[config.mk]
export PLATFORM = sky130hd
export DESIGN_NAME = tick_timer_ctrl
export DESIGN_NICKNAME = d
export VERILOG_FILES = /design/src/rtl/tick_timer_ctrl.sv
export SDC_FILE = /design/constraint.sdc
export NUM_CORES = 1
export LEC_CHECK = 0
export ABC_AREA = 1
export ABC_CLOCK_PERIOD_IN_PS = 1530
export CAP_MARGIN = 20
export CORE_UTILIZATION = 30
export DETAILED_ROUTE_END_ITERATION = 8
export HOLD_SLACK_MARGIN = 0.02
export PLACE_DENSITY = 0.59
export SETUP_SLACK_MARGIN = 0.2
export SLEW_MARGIN = 10
export SYNTH_ARGS = -nofsm -noshare
export SYNTH_HDL_FRONTEND = slang
export SYNTH_SLANG_ARGS = --single-unit
[constraint.sdc]
create_clock -name clk -period 1.53 [get_ports clk]
set_input_delay 0.306 -clock clk [delete_from_list [all_inputs] [get_ports clk]]
set_output_delay 0.306 -clock clk [all_outputs]
set_load 0.01 [all_outputs]
[src/rtl/tick_timer_ctrl.sv]
// Programmable interval timer: mod-PRESC prescaler feeding a period counter, one-shot or periodic.
// Optional pause input is compiled in when TICK_TIMER_PAUSE_EN is defined.
module tick_timer_ctrl #(
  parameter int PRESC = 10,
  parameter int W     = 8
) (
  input  logic         clk,
  input  logic         rst,
  input  logic         start,
  input  logic         stop,
`ifdef TICK_TIMER_PAUSE_EN
  input  logic         pause,
`endif
  input  logic [W-1:0] period,
  input  logic         mode,
  output logic         busy,
  output logic         tick,
  output logic         expire,
  output logic         err,
  output logic [W-1:0] remain
);

  localparam int            PW         = (PRESC > 1) ? $clog2(PRESC) : 1;
  localparam logic [PW-1:0] PRESC_LAST = PW'(PRESC - 1);
  localparam logic [PW-1:0] PRESC_ZERO = {PW{1'b0}};
  localparam logic [W-1:0]  REMAIN_ONE = W'(1'b1);
  localparam logic [W-1:0]  REMAIN_ZERO = {W{1'b0}};

  typedef enum logic [0:0] {
    S_IDLE = 1'b0,
    S_RUN  = 1'b1
  } state_t;

  state_t        state_q, state_d;
  logic [PW-1:0] presc_q, presc_d;
  logic [W-1:0]  remain_q, remain_d;
  logic [W-1:0]  period_q, period_d;
  logic          mode_q, mode_d;
  logic          expire_q, expire_d;
  logic          err_q, err_d;
  logic          pause_s;
  logic          tick_s;

`ifdef TICK_TIMER_PAUSE_EN
  assign pause_s = pause;
`else
  assign pause_s = 1'b0;
`endif

  function automatic logic [PW-1:0] presc_next(input logic [PW-1:0] p);
    if (p == PRESC_LAST) begin
      return PRESC_ZERO;
    end else begin
      return p + PW'(1'b1);
    end
  endfunction

  // Tick decode: last prescaler count of an unpaused RUN cycle
  always_comb begin
    if ((state_q == S_RUN) && !pause_s && (presc_q == PRESC_LAST)) begin
      tick_s = 1'b1;
    end else begin
      tick_s = 1'b0;
    end
  end

  // Next-state and datapath update
  always_comb begin
    state_d  = state_q;
    presc_d  = presc_q;
    remain_d = remain_q;
    period_d = period_q;
    mode_d   = mode_q;
    expire_d = 1'b0;
    err_d    = 1'b0;
    case (state_q)
      S_IDLE: begin
        presc_d  = PRESC_ZERO;
        remain_d = REMAIN_ZERO;
        if (stop) begin
          state_d = S_IDLE;
        end else if (start) begin
          if (period == REMAIN_ZERO) begin
            err_d = 1'b1;
          end else begin
            period_d = period;
            mode_d   = mode;
            remain_d = period;
            state_d  = S_RUN;
          end
        end else begin
          state_d = S_IDLE;
        end
      end
      S_RUN: begin
        // stop outranks any tick landing in the same cycle
        if (stop) begin
          state_d  = S_IDLE;
          presc_d  = PRESC_ZERO;
          remain_d = REMAIN_ZERO;
        end else if (pause_s) begin
          presc_d  = presc_q;
          remain_d = remain_q;
        end else begin
          presc_d = presc_next(presc_q);
          if (!tick_s) begin
            remain_d = remain_q;
          end else if (remain_q > REMAIN_ONE) begin
            remain_d = remain_q - REMAIN_ONE;
          end else begin
            expire_d = 1'b1;
            if (mode_q) begin
              remain_d = period_q;
            end else begin
              remain_d = REMAIN_ZERO;
              state_d  = S_IDLE;
            end
          end
        end
      end
      default: begin
        state_d  = S_IDLE;
        presc_d  = PRESC_ZERO;
        remain_d = REMAIN_ZERO;
      end
    endcase
  end

  // State and datapath registers
  always_ff @(posedge clk or posedge rst) begin
    if (rst) begin
      state_q  <= S_IDLE;
      presc_q  <= PRESC_ZERO;
      remain_q <= REMAIN_ZERO;
      period_q <= REMAIN_ZERO;
      mode_q   <= 1'b0;
      expire_q <= 1'b0;
      err_q    <= 1'b0;
    end else begin
      state_q  <= state_d;
      presc_q  <= presc_d;
      remain_q <= remain_d;
      period_q <= period_d;
      mode_q   <= mode_d;
      expire_q <= expire_d;
      err_q    <= err_d;
    end
  end

  assign busy   = (state_q == S_RUN);
  assign tick   = tick_s;
  assign expire = expire_q;
  assign err    = err_q;
  assign remain = remain_q;

endmodule

* Word level (Yosys, flattened, before mapping)
Index checks and enable logic that the tools add are counted.
Widths: inputs -> output; s select.
** Storage, ports and cells
- Register bits after elaboration :: 24
- Bits in latches :: 0
- RAM bits :: 0
- Memory bits (read-only) :: 0
- Input bits :: 13
- Output and inout bits :: 12
- Word-level logic and storage cells :: 46
- Memories kept :: 0
** Operators by class
- $add $sub $neg :: 2
- Multipliers :: 0
- Divide/modulo/power cells :: 0
- Magnitude comparators :: 1
- Equal/unequal tests :: 2
- Shift operators :: 0
- Mux-type cells :: 28
- Bitwise gates (word level) :: 3
- Reductions and logical operators :: 3
** Operator list (count)
- $mux 8 :: 7
- $mux 1 :: 16
- $pmux 8 s2 :: 1
- $gt 8x1->1 const B :: 1
- $logic_not 8->1 :: 1
- $mux 4 :: 2
- $pmux 4 s2 :: 1
- $sub 8x1->8 const B :: 1
- $add 4x1->4 const B :: 1
- $eq 4x4->1 const B :: 1
- $reduce_and 4->1 :: 1
- $ne 3x3->1 const B :: 1
- $not 1->1 :: 3
- $pmux 1 s2 :: 1
- $logic_and 1x1->1 :: 1

* Logic depth before layout (Yosys ltp)
Gate-level depths: netlist (run 1).
- Word-level depth :: 6
- Depth in mapped cells :: 10
- Depth with buffers taken out :: 10

* Worst setup path before layout (run 1)
OpenSTA, ideal clock, no wires.
- Path kind :: register to register
- Start :: reg remain_q[0] (netlist: remain[0])
- End :: reg state_q (netlist: busy)
- Library setup time :: 126 ps
- Arrival time :: 1341 ps
- Data required time :: 1404 ps
- Setup slack :: 63 ps
- Cell stages (with the launch flop) :: 10
- Path buffers :: 0
- Period minus slack after synthesis :: 1467 ps
- Path through :: dfrtp_1 > inv_1 > ha_1 > inv_1 > nand2_1 > nand2_1 > nor2_8 > nand2_1 > o21ai_1 > o21ai_1
** Between the ends
- Word-level cells in the longest chain between the ends :: 5
** RTL lines
- start: declaration :: RTL line 36 : logic [W-1:0] remain_q, remain_d;
- start signal: assignment :: RTL line 142 : remain_q <= remain_d;
- $gt 8x1->1 :: RTL line 108 : end else if (remain_q > REMAIN_ONE) begin
- $mux 1 :: RTL line 108
- $mux 1 :: RTL line 106 : if (!tick_s) begin
- $mux 1 :: RTL line 97 : if (stop) begin
- $pmux 1 s2 :: RTL line 76 : case (state_q)
- net state_d :: RTL line 34 : state_t state_q, state_d;
- end signal: assignment :: RTL line 140 : state_q <= state_d;
- end: declaration :: RTL line 34
The timed path passes the listed nets, and every way through them passes these cells.
A chain may end at the register's enable or synchronous reset.

* Worst setup path after layout (run 1)
- Start :: reg presc_q[1]
- End :: out tick
** Between the ends
- Word-level cells in the longest chain between the ends :: 3
** RTL lines
- start: declaration :: RTL line 35 : logic [PW-1:0] presc_q, presc_d;
- start signal: assignment :: RTL line 141 : presc_q <= presc_d;
- $eq 4x4->1 :: RTL line 60 : if ((state_q == S_RUN) && !pause_s && (presc_q == PRESC_LAST)) begin
- $logic_and 1x1->1 :: RTL line 60
- $mux 1 :: RTL line 60
- end: declaration :: RTL line 17 : output logic tick,
Every way passes these cells.

==> results of run 1 <==
## path summary, 6_finish.rpt
| kind | from | end | slack, ns | cells past startpoint |
|---|---|---|---|---|
| worst max-delay path | presc_q[1]$_DFF_PP0_ | tick | 0.03 | 5 |
| worst min-delay path | stop | expire$_DFF_PP0_ | 0.31 | 2 |
| worst max register to register | remain[1]$_DFFE_PP0P_ | remain[0]$_DFFE_PP0P_ | 0.08 | 10 |
| worst min register to register | period_q[7]$_DFFE_PP0P_ | period_q[7]$_DFFE_PP0P_ | 0.50 | 2 |
| max in group asynchronous | rst | remain[4]$_DFFE_PP0P_ | 0.89 | 3 |
| min in group asynchronous | rst | err$_DFF_PP0_ | 0.37 | 3 |
## sequential cells by signal (all words and copies together), names as in the netlist
name and count:
busy 1, err 1, expire 1, mode_q 1, period_q 8, presc_q 4
remain 8
## cell type report
| cell class | instances | area (µm²) | share of cell area (%) |
|---|---|---|---|
| Tap cell | 52 | 65.1 | 3.11 |
| Sequential cell | 24 | 606 | 28.9 |
| Multi-Input combinational cell | 130 | 811 | 38.7 |
| Timing Repair Buffer | 51 | 435 | 20.8 |
| Clock buffer | 4 | 45.0 | 2.15 |
| Inverter | 33 | 131 | 6.28 |
## per-stage QoR
stage / hold slack [ns] / cell area [µm²]
floorplan: 0.321 / 1400
global placement: 0.478 / 1810
detailed placement: 0.484 / 1810
CTS: 0.383 / 2040
global route: 0.326 / 2090
finish: 0.313 / 2090
## power by group
| group | switching [mW] | leakage (nW) | internal (mW) |
|---|---|---|---|
| Clock | 0.204 | 0.0228 | 0.186 |
| Combinational | 0.579 | 0.748 | 0.433 |
| Sequential | 0.0512 | 0.305 | 0.726 |
## what timing repair did
item                       in CTS  in global routing
resized for setup              57                 13
setup buffers                  11                  2
cloned                          1                  0
setup endpoints to repair      21                 15
pin swaps                      15                 10
hold endpoints to repair        0                  0
## per-layer routing
layer  up-vias  part of all wire, %
met2        26                   45
met5         -                    0
met1       620                   51
met3         5                  2.2
met4         0                  1.8
li1        690                    -
## logic make-up after synthesis
group | share of synthesized area (%)
simple gates | 30.0
buf+inv | 9.81
compound gates | 11.1
flops | 43.6
fa+ha+maj | 3.63
xor+xnor | 1.91
## Yosys cell counts, types with 2 or more instances
library cell and instances:
o21ai_0 16, nand3_1 14, a21oi_1 9, ha_1 4, xnor2_1 2, nor2_1 24
o21ai_1 2, dfrtp_1 24, a21oi_2 2, inv_1 31, nand2_1 48, nor2_4 2
## worst register-to-register path, cell delays in order (launching register included)
cell and delay, ns:
dfrtp_1 0.40, inv_2 0.12, ha_4 0.16, inv_2 0.03, nand2_2 0.06, nand2_4 0.08
nor2_8 0.19, inv_8 0.09, nand2_2 0.07, nand3_2 0.06, a21oi_2 0.13
==> flow_summary.json, run 1 <==
{
  "antenna_found_initial": 0,
  "max-vdd-ir-drop_mv": 0.370,
  "portBuffers": 24,
  "final_antenna_net_count": 0,
  "yosys_warnings": 0,
  "drt-total-wl_mm": 3.48,
  "met3_usage_pct": 1.31,
  "die_y_um": 69.8,
  "clockRootBuffer": "clkbuf_8",
  "grt_pass1_vias": 1335,
  "post-route-period-util_pct": 98.4,
  "top_usage_layer": "met2",
  "vias": 1341,
  "diodes": 0,
  "grt.overflow.total": 0,
  "viasPerCell": 4.56,
  "grt_pass1_wl_mm": 6.04,
  "critical-path-top-delay-family": "flip-flops",
  "synth_edf_count": 0,
  "hold_violations": 0,
  "period_needed_ns": 1.50,
  "rsz0062_at_grt": "yes",
  "async_flop_share_pct": 100,
  "drive_gt1_share_pct": 34.7,
  "cap_viol_max_count": 0,
  "synth_cell_types": 22,
  "insertion_delay_ns": 0.27,
  "initial_core_util_pct": 31.4,
  "max_slew.worst_pin.slew_ns": 0.320,
  "crit_chain": "inv_1 > ha_1 > nand3b_1 > nor2_2 > buf_2",
  "yosysTopAreaCellShare_pct": 43.6,
  "gr-usage-met1_pct": 21.9,
  "gp_congestion": 0.795,
  "ctsHoldBuffers": 0,
  "cts_sinks": 24,
  "slew_viol_final": 0,
  "status": "finished clean",
  "grt_max_degree": 25,
  "htree_levels": 1,
  "end_kind": "output pin",
  "post-place-ws_ns": -0.113,
  "worstSetupStartpointType": "register",
  "synthFlopType": "dfrtp_1",
  "synth_nets": 205,
  "synth_largest_area_cell": "dfrtp_1",
  "syn2layout_area_growth_pct": 52.0,
  "critPathSlowestCell": "dfrtp_1",
  "min_path_type": "input port to register",
  "routedWlPerCell_um": 11.8,
  "nFillCells": 431,
  "rows": 24,
  "ys_seq_elements": 24,
  "final_cell_mix": "nand2_1, inv_1, buf_4, dfrtp_1, nor2_1",
  "synth.cell_area_um2": 1380,
  "slowest_delay_ns": 0.38,
  "relSlewSlack_pct": 78.7,
  "ys_seq_area_share_pct": 43.6,
  "die-area_um2": 4870,
  "fmax_mhz": 665,
  "core_area_um2": 4380,
  "crit_required_ns": 1.22,
  "cts_buffers": 3,
  "dieWidth_um": 69.8,
  "crit_type": "register to output pin",
  "dp.cells": 276,
  "critPathMaxFanout": 2,
  "cp.arrival_ns": 1.20,
  "final_common_cell": "nand2_1",
  "totalPowerFinal_mw": 2.18,
  "stdcell_count": 294,
  "avgSynthCellArea_um2": 7.33,
  "drc": 0,
  "drt_iter0_drc": 31,
  "leakage_nw": 1.08,
  "setup_ws_ns": 0.0252,
  "final_util_pct": 47.7,
  "final_net_count": 260,
  "path_clk_slew_ns": 0.08,
  "cts_tree": "built",
  "track_usage_pct": 15.6,
  "finalSetupViolCount": 0,
  "tns_ns": 0,
  "clk_path_buf_depth": 2,
  "dpl.hpwl_mm": 2.33,
  "cp_num_buf_inv": 2,
  "synthCells": 188,
  "use_met2_pct": 24.4,
  "io_pins": 25,
  "ys_top_cells_by_area": "dfrtp_1, nand2_1, inv_1",
  "first_pass_iters": 4,
  "finClkSkew_ns": 0.00548,
  "powerDensity_nw_per_um2": 1040
}
No activity file was read; power rests on OpenSTA's default activity.
==> run 2, diff against run 1 <==
- CORE_MARGIN: unset -> 3
==> run 2 against run 1 <==
Critical path depth grew 6. Sequential share of layout area rose by 0.78 points. Die area up 12%. Worst hold slack improved by 0.064 ns. Highest routed layer unchanged.
==> flow_summary.json, run 2 (synthesis results as in run 1) <==
{
  "status": "finished clean",
  "routedWlPerCell_um": 11.9,
  "crit_required_ns": 1.73,
  "grt.overflow.total": 0,
  "path_clk_slew_ns": 0.08,
  "comb_power_share_pct": 44.8,
  "slew_viol_final": 0,
  "rsz0062_at_grt": "yes",
  "max_slew.worst_pin.slew_ns": 0.304,
  "cts_tree": "built",
  "cts_buffers": 3,
  "cap_viol_max_count": 0,
  "leakage_nw": 1.06,
  "final_common_cell": "nand2_1",
  "power_frac_seq_pct": 36.8,
  "dieWidth_um": 73.8,
  "crit_type": "register to register",
  "clockRootBuffer": "clkbuf_8",
  "worstSetupStartpointType": "register",
  "diodes": 0,
  "syn2layout_area_growth_pct": 48.0,
  "cp.arrival_ns": 1.72,
  "viasPerCell": 4.57,
  "final_cell_mix": "nand2_1, inv_1, nor2_1, buf_4, dfrtp_1",
  "intPower_mw": 1.32,
  "final_util_pct": 46.5,
  "final_antenna_net_count": 0,
  "finalSetupViolCount": 0,
  "swShare_pct": 37.7,
  "ctsHoldBuffers": 0,
  "stdcell_count": 292,
  "relSlewSlack_pct": 79.7,
  "dpl.hpwl_mm": 2.43,
  "power.net_switching_uw": 798,
  "drive_gt1_share_pct": 30.4,
  "grt_pass1_vias": 1268,
  "post-route-period-util_pct": 99.1,
  "finClkSkew_ns": 0.00182,
  "portBuffers": 24,
  "clk_path_buf_depth": 2,
  "max-vdd-ir-drop_mv": 0.314,
  "io_pins": 25,
  "critPathMaxFanout": 8,
  "p_clk_share_pct": 18.4,
  "grt_max_degree": 25,
  "cts_sinks": 24,
  "drc": 0,
  "hold_violations": 0,
  "initial_core_util_pct": 31.4,
  "dp.cells": 276,
  "gp_congestion": 0.732,
  "core_area_um2": 4380,
  "antenna_found_initial": 0,
  "vias": 1335,
  "fmax_mhz": 660,
  "die-area_um2": 5440,
  "grt_pass1_wl_mm": 5.80,
  "end_kind": "register",
  "powerDensity_nw_per_um2": 1040,
  "insertion_delay_ns": 0.27,
  "first_pass_iters": 4,
  "rows": 24,
  "min_path_type": "input port to asynchronous set/reset pin",
  "drt_iter0_drc": 27,
  "die_y_um": 73.8,
  "drt-total-wl_mm": 3.47,
  "period_needed_ns": 1.52,
  "track_usage_pct": 14.0,
  "final_net_count": 258,
  "htree_levels": 1
}
[run 2: final timing paths]
| check | start | to | slack (ns) | cells after the start |
|---|---|---|---|---|
| setup / recovery | remain[0]$_DFFE_PP0P_ | remain[1]$_DFFE_PP0P_ | 0.01 | 11 |
| hold / removal | rst | presc_q[1]$_DFF_PP0_ | 0.38 | 3 |
| setup reg to reg | remain[0]$_DFFE_PP0P_ | remain[1]$_DFFE_PP0P_ | 0.01 | 11 |
| hold reg to reg | period_q[7]$_DFFE_PP0P_ | period_q[7]$_DFFE_PP0P_ | 0.51 | 2 |
| max in group asynchronous | rst | remain[0]$_DFFE_PP0P_ | 0.90 | 3 |
| min in group clk | period_q[7]$_DFFE_PP0P_ | period_q[7]$_DFFE_PP0P_ | 0.51 | 2 |
[run 2: critical path, cell delays in order, from the launching register on]
cell,delay (ns)
dfrtp_2,0.43
buf_6,0.12
inv_4,0.05
ha_4,0.12
inv_2,0.03
nand2_2,0.06
nand2_4,0.08
nor2_8,0.20
inv_8,0.07
nand2_2,0.07
nand3_2,0.07
a21oi_2,0.14
[run 2: through the flow]
stage / hold WS [ns] / setup slack, ns / power (mW) / cell area (µm²) / setup TNS, ns
after floorplan: 0.321 / 0.159 / 1.26 / 1400 / 0
after global placement: 0.478 / -0.0719 / 1.52 / 1810 / -0.454
after detailed placement: 0.484 / -0.0835 / 1.53 / 1810 / -0.481
after CTS: 0.395 / 0.0134 / 2.07 / 1980 / 0
after global routing: 0.423 / -0.0869 / 2.27 / 2040 / -0.517
final: 0.377 / 0.0144 / 2.11 / 2040 / 0
[run 2: area by class of cell]
type                       instances  area, µm²
tap                               52       65.1
inverter                          33        134
clock buffer                       4       45.0
fill                             434       2350
multi-input combinational        130        771
sequential                        24        606
timing repair buffer              49        418
[run 2: what timing repair did]
action	in CTS	in global routing
buffers inserted	10	1
hold endpoints to repair	0	0
endpoints found under the setup margin	21	13
gates resized for setup	41	17
gates cloned	1	0
pin swaps	12	9
[run 2: power by group through the flow]
stage               Sequential [mW]  Clock [mW]  Combinational [mW]
detailed placement            0.818           0               0.716
floorplan                     0.825           0               0.437
global placement              0.816           0               0.706
CTS                           0.775       0.397               0.901
global route                  0.788       0.427                1.06
finish                        0.777       0.390               0.947
[run 2: routing by layer]
metal	global-route usage [%]	wire length (µm)	part of all wire, %
met1	19.4	1640	47
met2	21.7	1600	46
met4	6.04	63	1.8
met5	0	0	0
met3	1.92	171	4.9
==> run 3, diff against run 2 <==
- CAP_MARGIN: 20 -> unset
- MAX_ROUTING_LAYER: unset -> met4
==> run 3 against run 2 <==
Clock power is essentially flat. Critical endpoint unchanged. Largest power group unchanged. Clock-buffer cell count unchanged. Clock skew did not move. Design area unchanged.
==> flow_summary.json, run 3 (synthesis results as in run 1) <==
{
  "r2r_end": "remain[1]$_DFFE_PP0P_",
  "cp.arrival_ns": 1.72,
  "diodes": 0,
  "antenna_found_initial": 0,
  "drt_iter0_drc": 27,
  "intPower_mw": 1.32,
  "cts_buffers": 3,
  "finalSetupViolCount": 0,
  "crit_required_ns": 1.73,
  "cap_viol_max_count": 0,
  "final_net_count": 258,
  "final_util_pct": 46.5,
  "rr_startpoint": "remain[0]$_DFFE_PP0P_",
  "final_antenna_net_count": 0,
  "powerDensity_nw_per_um2": 1040,
  "grt_pass1_vias": 1265,
  "clk_path_buf_depth": 2,
  "rsz0062_at_grt": "yes",
  "grt_pass1_wl_mm": 5.80,
  "first_pass_iters": 4,
  "finClkSkew_ns": 0.00182,
  "critPathMaxFanout": 8,
  "portBuffers": 24,
  "dieWidth_um": 73.8,
  "drt-total-wl_mm": 3.47,
  "drive_gt1_share_pct": 30.4,
  "cts_tree": "built",
  "status": "finished clean",
  "worstRegToRegCells": 11,
  "top_layer_used": "met4",
  "dpl.hpwl_mm": 2.43,
  "comb_power_share_pct": 44.8,
  "final_cell_mix": "nand2_1, inv_1, nor2_1, buf_4, dfrtp_1",
  "max_slew.worst_pin.slew_ns": 0.304,
  "initial_core_util_pct": 31.4,
  "p_clk_share_pct": 18.4,
  "die_y_um": 73.8,
  "cts_sinks": 24,
  "path_clk_slew_ns": 0.08,
  "crit_type": "register to register",
  "wl_met2_mm": 1.60,
  "insertion_delay_ns": 0.27,
  "fmax_mhz": 660,
  "post-route-period-util_pct": 99.1,
  "worstSetupStartpointType": "register",
  "die-area_um2": 5440,
  "rrSetupSlack_ns": 0.01,
  "final_common_cell": "nand2_1",
  "leakage_nw": 1.06,
  "rows": 24,
  "htree_levels": 1,
  "core_area_um2": 4380,
  "grt.overflow.total": 0,
  "drc": 0,
  "syn2layout_area_growth_pct": 48.0,
  "min_path_type": "input port to asynchronous set/reset pin",
  "power.net_switching_uw": 798,
  "relSlewSlack_pct": 79.7,
  "routedWlPerCell_um": 11.9,
  "swShare_pct": 37.7,
  "grt_max_degree": 25,
  "viasPerCell": 4.57,
  "period_needed_ns": 1.52,
  "wl_met3_um": 161,
  "power_frac_seq_pct": 36.8,
  "track_usage_pct": 14.4,
  "critPathSlowestCell": "dfrtp_2",
  "max-vdd-ir-drop_mv": 0.314,
  "vias": 1335,
  "crit_chain": "buf_6 > inv_4 > ha_4 > inv_2 > nand2_2 > nand2_4 > nor2_8 > inv_8 > nand2_2 > nand3_2 > a21oi_2",
  "fin_area_um2": 2040,
  "end_kind": "register",
  "hold_violations": 0,
  "slew_viol_final": 0,
  "totalPowerFinal_mw": 2.11,
  "stdcell_count": 292,
  "placed_cell_area_um2": 1810,
  "io_pins": 25,
  "dp.cells": 276,
  "clockRootBuffer": "clkbuf_8",
  "wl_met1_mm": 1.65,
  "ctsHoldBuffers": 0,
  "gp_congestion": 0.740,
  "path_common_cell": "nand2_2",
  "slowest_delay_ns": 0.43
}
## run 3: cell counts in the layout (fill, tap and decap cells not counted)
Identical to the previous run, type by type.
## run 3: worst max-delay path by stage
stage          cells past startpoint                   from  slack, ns                     to
2_1_floorplan                     10  remain[1]$_DFFE_PP0P_       0.16  remain[3]$_DFFE_PP0P_
3_3_place_gp                       5   presc_q[1]$_DFF_PP0_      -0.07                   tick
3_5_place_dp                       5   presc_q[1]$_DFF_PP0_      -0.08                   tick
4_1_cts                            5   presc_q[1]$_DFF_PP0_       0.01                   tick
5_1_grt                           11  remain[0]$_DFFE_PP0P_      -0.09  remain[1]$_DFFE_PP0P_
6_report                          11  remain[0]$_DFFE_PP0P_       0.01  remain[1]$_DFFE_PP0P_
## run 3: metrics by stage
step / setup TNS [ns] / hold slack [ns] / worst slack (ns)
floorplan: 0 / 0.321 / 0.159
global placement: -0.454 / 0.478 / -0.0719
detailed placement: -0.481 / 0.484 / -0.0835
CTS: 0 / 0.395 / 0.0134
global route: -0.517 / 0.423 / -0.0869
finish: 0 / 0.377 / 0.0144
## run 3: final cells by class
cell class / instances / area (µm²)
fill: 434 / 2350
multi-input combinational: 130 / 771
inverter: 33 / 134
clock buffer: 4 / 45.0
tap: 52 / 65.1
timing repair buffer: 49 / 418
sequential: 24 / 606
## run 3: routing by layer
layer  vias to the layer above  GRT usage, %
li1                        689             -
met4                         0          6.04
met5                         -             -
met2                        36          21.7
met3                         5          1.64
met1                       605          19.5
## run 3: power groups by stage
stage / combinational (mW) / clock [mW] / sequential (mW)
floorplan: 0.437 / 0 / 0.825
global placement: 0.706 / 0 / 0.816
detailed placement: 0.716 / 0 / 0.818
CTS: 0.901 / 0.397 / 0.775
global route: 1.06 / 0.427 / 0.788
finish: 0.947 / 0.390 / 0.777
## run 3: repair_timing
action                                  in CTS  in global routing
resized for setup                           41                 17
pin swaps                                   12                  9
setup buffers                               10                  1
endpoints found under the setup margin      21                 13
cloned                                       1                  0
## run 3: worst max-delay path: cells and delay by family, from the launching register on
family	cells	cell delay (ns)
DFF	1	0.43
and+or+nand+nor	5	0.48
adders and majority gates	1	0.12
buffers and inverters	4	0.27
AOI/OAI and AO/OA	1	0.14
